### config.mk
export PLATFORM = sky130hd
export DESIGN_NAME = user_pb_reader
export DESIGN_NICKNAME = d
export VERILOG_FILES = /design/src/rtl/user_pb_reader.sv
export SDC_FILE = /design/constraint.sdc
export NUM_CORES = 1
export LEC_CHECK = 0
export CAP_MARGIN = 40
export CORE_ASPECT_RATIO = 1.75
export CORE_MARGIN = 2
export CORE_UTILIZATION = 50
export DETAILED_ROUTE_END_ITERATION = 8
export GPL_ROUTABILITY_DRIVEN = 0
export MAX_ROUTING_LAYER = met4
export PLACE_DENSITY = 0.67
export SYNTH_ARGS = -nofsm -noshare
export SYNTH_HDL_FRONTEND = slang
export SYNTH_SLANG_ARGS = --single-unit
### constraint.sdc
create_clock -name OSC_50m -period 17.1 [get_ports OSC_50m]
set_input_delay 3.42 -clock OSC_50m [delete_from_list [all_inputs] [get_ports OSC_50m]]
set_output_delay 3.42 -clock OSC_50m [all_outputs]
set_load 0.1 [all_outputs]
### src/rtl/user_pb_reader.sv
// Push-button front end: reset/input synchronisers, per-button debounce, and
// press / release / long-press event pulses in the OSC_50m domain.
module user_pb_reader #(
  parameter int unsigned PB_W     = 4,
  parameter int unsigned DB_CYC   = 1000000,
  parameter int unsigned LONG_CYC = 50000000
) (
  input  logic            OSC_50m,
  input  logic            FPGA_RSTn,
  input  logic [PB_W-1:0] USER_PB,
  output logic [PB_W-1:0] pb_state,
  output logic [PB_W-1:0] pb_press,
  output logic [PB_W-1:0] pb_release,
  output logic [PB_W-1:0] pb_long
);

  localparam int unsigned DB_W = $clog2(DB_CYC);
  localparam int unsigned LP_W = $clog2(LONG_CYC);

  logic [1:0]      rst_sync;
  logic            rst_n;
  logic [PB_W-1:0] s1;
  logic [PB_W-1:0] s2;

  // Reset asserts asynchronously, releases two edges after FPGA_RSTn rises
  always_ff @(posedge OSC_50m or negedge FPGA_RSTn) begin
    if (!FPGA_RSTn) rst_sync <= 2'b00;
    else            rst_sync <= {rst_sync[0], 1'b1};
  end

  assign rst_n = rst_sync[1];

  // Two-flop input synchroniser, inverted so 1 = pressed
  always_ff @(posedge OSC_50m or negedge rst_n) begin
    if (!rst_n) begin
      s1 <= '0;
      s2 <= '0;
    end else begin
      s1 <= ~USER_PB;
      s2 <= s1;
    end
  end

  for (genvar i = 0; i < PB_W; i++) begin : g_bit
    logic [DB_W-1:0] db_cnt;
    logic [LP_W-1:0] lp_cnt;
    logic            lp_done;
    logic            state;
    logic            press;
    logic            rls;
    logic            lng;
    logic            flip_c;

    // Level change accepted on the DB_CYC-th consecutive differing sample
    assign flip_c = (s2[i] != state) && (db_cnt == DB_W'(DB_CYC - 1));

    always_ff @(posedge OSC_50m or negedge rst_n) begin
      if (!rst_n) begin
        db_cnt  <= '0;
        lp_cnt  <= '0;
        lp_done <= 1'b0;
        state   <= 1'b0;
        press   <= 1'b0;
        rls     <= 1'b0;
        lng     <= 1'b0;
      end else begin
        press <= flip_c && !state;
        rls   <= flip_c && state;
        lng   <= 1'b0;

        if ((s2[i] == state) || flip_c) db_cnt <= '0;
        else                            db_cnt <= db_cnt + DB_W'(1);

        if (flip_c) state <= ~state;

        // A release accepted this cycle suppresses a coincident long press
        if (!state || flip_c) begin
          lp_cnt  <= '0;
          lp_done <= 1'b0;
        end else if (!lp_done) begin
          if (lp_cnt == LP_W'(LONG_CYC - 1)) begin
            lng     <= 1'b1;
            lp_done <= 1'b1;
          end else begin
            lp_cnt <= lp_cnt + LP_W'(1);
          end
        end
      end
    end

    assign pb_state[i]   = state;
    assign pb_press[i]   = press;
    assign pb_release[i] = rls;
    assign pb_long[i]    = lng;
  end

endmodule
==> Word-level counts from Yosys, hierarchy flattened <==
Cells that the tools add are included.
{ "classes": {"add_sub_neg": 8, "eq_ne": 24, "muxes": 36, "bitwise": 5, "reduce_logical": 28} }
{ "ops": {"columns": ["op", "n"], "rows": [
  ["$mux W26", 12],
  ["$add A26 B1 Y26 const B", 4],
  ["$eq A26 B26 Y1 const B", 4],
  ["$add A20 B1 Y20 const B", 4],
  ["$eq A20 B20 Y1 const B", 4],
  ["$mux W20", 4],
  ["$mux W1", 20],
  ["$logic_and A1 B1 Y1", 12],
  ["$logic_or A1 B1 Y1", 8],
  ["$ne A2 B1 Y1 const B", 4],
  ["$ne A2 B2 Y1 const B", 4],
  ["$reduce_and A2 Y1", 4],
  ["$eq A1 B1 Y1", 4],
  ["$logic_not A1 Y1", 4],
  ["$ne A1 B1 Y1", 4],
  ["$not A1 Y1", 4],
  ["$not A4 Y4", 1]
]} }
{ "word_totals": {"register_bits": 214, "inputBits": 6, "wordCells": 132} }

==> Longest topological paths before layout <==
{ "depth": {"word_depth": 5, "depth_mapped": 8, "depth_no_buf": 6} }

==> Worst setup path before layout <==
Ideal clock, no wire load.
{ "synth_path": {"path_type": "register -> output", "startpoint": "reg g_bit[1].state", "endpoint": "out pb_state[1]", "arrival_time_ns": 0.746, "slack_ns": 12.934, "path_stages_with_launch": 2, "path_buffers": 1, "path_cell_list": "dfrtp_1 -> buf_4"} }
{ "synth_lines": {"columns": ["element", "line", "source"], "rows": [
  ["start, declared", "48", "logic state;"],
  ["start signal, assigned", "74", "if (flip_c) state <= ~state;"],
  ["end, declared", "11", "output logic [PB_W-1:0] pb_state,"]
]} }
No word-level cell between the ends.

==> Final worst setup path <==
{ "layout_path": {"startpoint": "reg g_bit[1].state", "endpoint": "out pb_state[1]"} }
No word-level cell between the ends.

==> impl_summary.log <==
[metrics] share of flip-flops with an asynchronous set or reset: 100%
[metrics] clock tree from TritonCTS: yes
[metrics] core footprint: 20700 um^2
[metrics] measured slew at the worst slew-check pin: just over 0.9 ns
[metrics] Wirelength per Cell: approximately 15 um
[metrics] mean area per synthesized cell: 9.88 um^2
[metrics] post-detailed-route count of antenna-violating nets: 0
[metrics] post-synthesis cell area: around 10000 um^2
[metrics] final wirelength: between 20 and 25 mm
[metrics] cell at the root of the clock tree: clkbuf_16
[metrics] final hold vios: 0
[metrics] hold buffer count at cts: 0
[metrics] clock period minus worst slack: roughly 5 ns
[metrics] worst-case headroom to the max-slew limit: a little under two fifths
[metrics] starting utilization of the core area: 50.5%
[metrics] number of CTS-inserted buffers: 21
[metrics] TNS Setup: 0 ns
[metrics] portion of synthesized cell area occupied by the leading cell type: slightly above 50%
[metrics] Tightest Hold Check Type: reg2reg
[metrics] number of placement rows: 70
[metrics] maximum number of pins on one net before global-route repair: between 60 and 70
[metrics] total met2 wirelength after detailed routing: approximately 11 mm
[metrics] status: finished, violations left
[metrics] Ports: 22
[metrics] insertion delay of the later-clocked pin in the worst-skew pair: between 0.5 and 0.6 ns
[metrics] Achievable Freq: 195 MHz
[metrics] met1 WL: around 8.1 mm
[metrics] synth cell count leaders: 214 x dfrtp_1, 185 x nor2_1, 105 x xor2_1
[metrics] type of the setup path with the least slack: reg2out
[metrics] antenna violations before repair: 0
[metrics] first-pass iteration count of the detailed router: 6
[metrics] Die Span X: 113 um
[metrics] sink count of the clock tree: between 200 and 250
[metrics] P per Cell Area: about 85 nW/um^2
[metrics] remaining global-route overflow: 0
[metrics] global-route wire length before repair: between 30 and 40 mm
[metrics] clock network power share: roughly 47%
[metrics] top-count cell post-synth: dfrtp_1
[metrics] synthesized instance count: ~1100
[metrics] share of synthesized area occupied by flip-flops and latches: between 50 and 60%
[metrics] reported max-cap violation count: 0
[metrics] count of synthesis-stage warnings from yosys: 0
[metrics] post-synthesis cell type with the largest combined area: dfrtp_1
[metrics] post-synthesis to final-layout area growth: 13.7%
[metrics] antenna cells: 0
[metrics] final-report max-slew violation count: 0
[metrics] per-cell via count in the routed design: 5.64
[metrics] Syn Nets: 1071
[metrics] startpoint type of the worst setup path: register
[metrics] buffers inserted by post-CTS timing repair: 0
[metrics] violations in the final reports: design-rule violations
[metrics] Port Buffer Count: 21
[metrics] net load switching power: ~220 uW
[metrics] # nets final: 1108
[metrics] synth top area cells: dfrtp_1 51%, xor2_1 8.8%, nor2_1 6.6%
[metrics] final clock skew: ~0.021 ns
[metrics] total power: 1010 uW
[metrics] critical path required time: about 14 ns
[metrics] post-CTS sizing: 0
[metrics] number of remaining DRC errors: 2
[metrics] final cycle utilization of the critical path: between 30% and 40%
[metrics] Max H-tree Level: 1
[metrics] main flop type after synthesis: dfrtp_1
[metrics] combinational share of power: about 1.7%
[metrics] top layer used by detailed routing: met4
[metrics] Longest Clk Path Bufs: 3
[metrics] metal3 WL: ~500 um
[metrics] number of global-route vias before repair: roughly 8000
[metrics] setup repair after global routing missed its margin: no
[metrics] FILL cells: 1764
[metrics] signal arrival time at the worst endpoint: roughly 1.7 ns
[metrics] Worst-path clk slew: ~0.06 ns
[metrics] fraction of power spent switching nets: 21.4%
[metrics] Post-synth EDFFs: 0
[metrics] post-synthesis register bit count: 214
[metrics] ratio of cells with drive above 1 in the final layout: 7.58%
[metrics] Yosys cell types: 55
[metrics] Finish-stage setup viols: 0
[metrics] leakage power figure: ~0.005 uW
[metrics] vertical die dimension: slightly below 200 um
[metrics] Die Area: around 22000 um^2
[metrics] internal power: 792 uW
[metrics] DP Wirelength: 13.9 mm
[metrics] largest fanout on the critical path: 6
[metrics] vias post-DR: between 7000 and 8000
[metrics] Total GRT Usage: ~20%
[metrics] Crit. End Element: output pin
[metrics] Max rail drop VDD: approximately 0.000083 V
[metrics] sequential group share of total power: between 50% and 60%
[metrics] drt first-iter violations: roughly 380
==> layout make-up <==
type                    instances  area (um^2)  area share [%]
flip-flops and latches        214         5360            45.1
multi-input cells             791         4820            40.6
repair buffers                 51          624            5.26
clock buffers                  25          551            4.64
well taps                     252          315            2.65
clock inverters                12          150            1.26
inverters                      15         56.3           0.474
==> worst max-delay path, stage by stage, from the launching register on <==
cell	delay (ns)
dfrtp_1	0.46
clkdlybuf4s50_1	0.56
buf_8	0.20
==> per-stage QoR <==
step                hold WS (ns)  instance area [um^2]  setup WS, ns  util [%]  instances
floorplan                  0.331                 10400         10.69         -       1057
global placement           0.336                 10800         12.07      52.3       1299
detailed placement         0.336                 11200         12.47      54.1       1323
CTS                        0.347                 11900         11.94      57.5       1360
global route               0.352                 11900         11.90      57.5       1360
finish                     0.342                 11900         11.97      57.5       1360
==> final timing paths <==
| check | startpoint | endpoint | slack (ns) | cells after the start |
|---|---|---|---|---|
| worst max register to register | g_bit[0].lp_cnt[10] | g_bit[0].lng | 14.61 | 4 |
| min in group asynchronous | rst_sync[1] | g_bit[3].lng | 0.42 | 0 |
| worst min-delay path | s1[3] | s2[3] | 0.34 | 0 |
| worst min register to register | s1[3] | s2[3] | 0.34 | 0 |
| max in group asynchronous | FPGA_RSTn | rst_sync[1] | 13.90 | 1 |
| worst max-delay path | g_bit[1].state | pb_state[1] | 11.97 | 2 |
==> logic make-up after synthesis <==
kind of cell / after synthesis / synth area share, %
simple gates: 552 / 27.2
flops: 214 / 51.3
xor+xnor: 150 / 12.6
compound gates: 73 / 4.59
buf+inv: 52 / 2.59
fa+ha+maj: 8 / 0.959
mux: 7 / 0.719
other cells: 1 / 0.0359
==> power by group through the flow <==
stage / Combinational (uW) / Sequential, uW / Clock (uW)
3_5_place_dp: 18.2 / 526 / 0
6_report: 17.3 / 516 / 474
4_1_cts: 18.2 / 516 / 487
5_1_grt: 20.4 / 517 / 507
3_3_place_gp: 16.3 / 525 / 0
2_1_floorplan: 6.14 / 529 / 0
==> sequential cells by signal, indices dropped and copies added (netlist names) <==
| name | count |
|---|---|
| g_bit.rls | 4 |
| g_bit.lp_cnt | 104 |
| g_bit.state | 4 |
| g_bit.db_cnt | 80 |
| g_bit.lp_done | 4 |
| g_bit.lng | 4 |
| rst_sync | 2 |
| s2 | 4 |
| g_bit.press | 4 |
| s1 | 4 |
==> cell usage in the layout (no fill, tap or decap), types with 5 or more instances in the layout <==
cell type / count
a21oi_1: 27
and2_1: 6
and3_1: 33
and4_1: 15
buf_4: 6
buf_8: 17
clkbuf_16: 21
clkdlybuf4s50_1: 21
dfrtp_1: 213
ha_1: 8
inv_1: 15
nand2_1: 69
nand3_1: 74
nand4_1: 49
nand4b_1: 5
nor2_1: 185
nor3_1: 21
nor3b_1: 11
nor4_1: 22
nor4b_1: 8
nor4bb_1: 6
o21ai_0: 17
o31ai_1: 5
or3_1: 19
or4_1: 10
xnor2_1: 45
xor2_1: 105
==> per-layer routing <==
layer  global-route usage [%]  vias up
met5                        -        -
met4                     7.50        0
met3                     2.11       50
met2                     35.5       94
met1                     21.8     3777
li1                         -     3743
(Power assumes the default switching activity.)
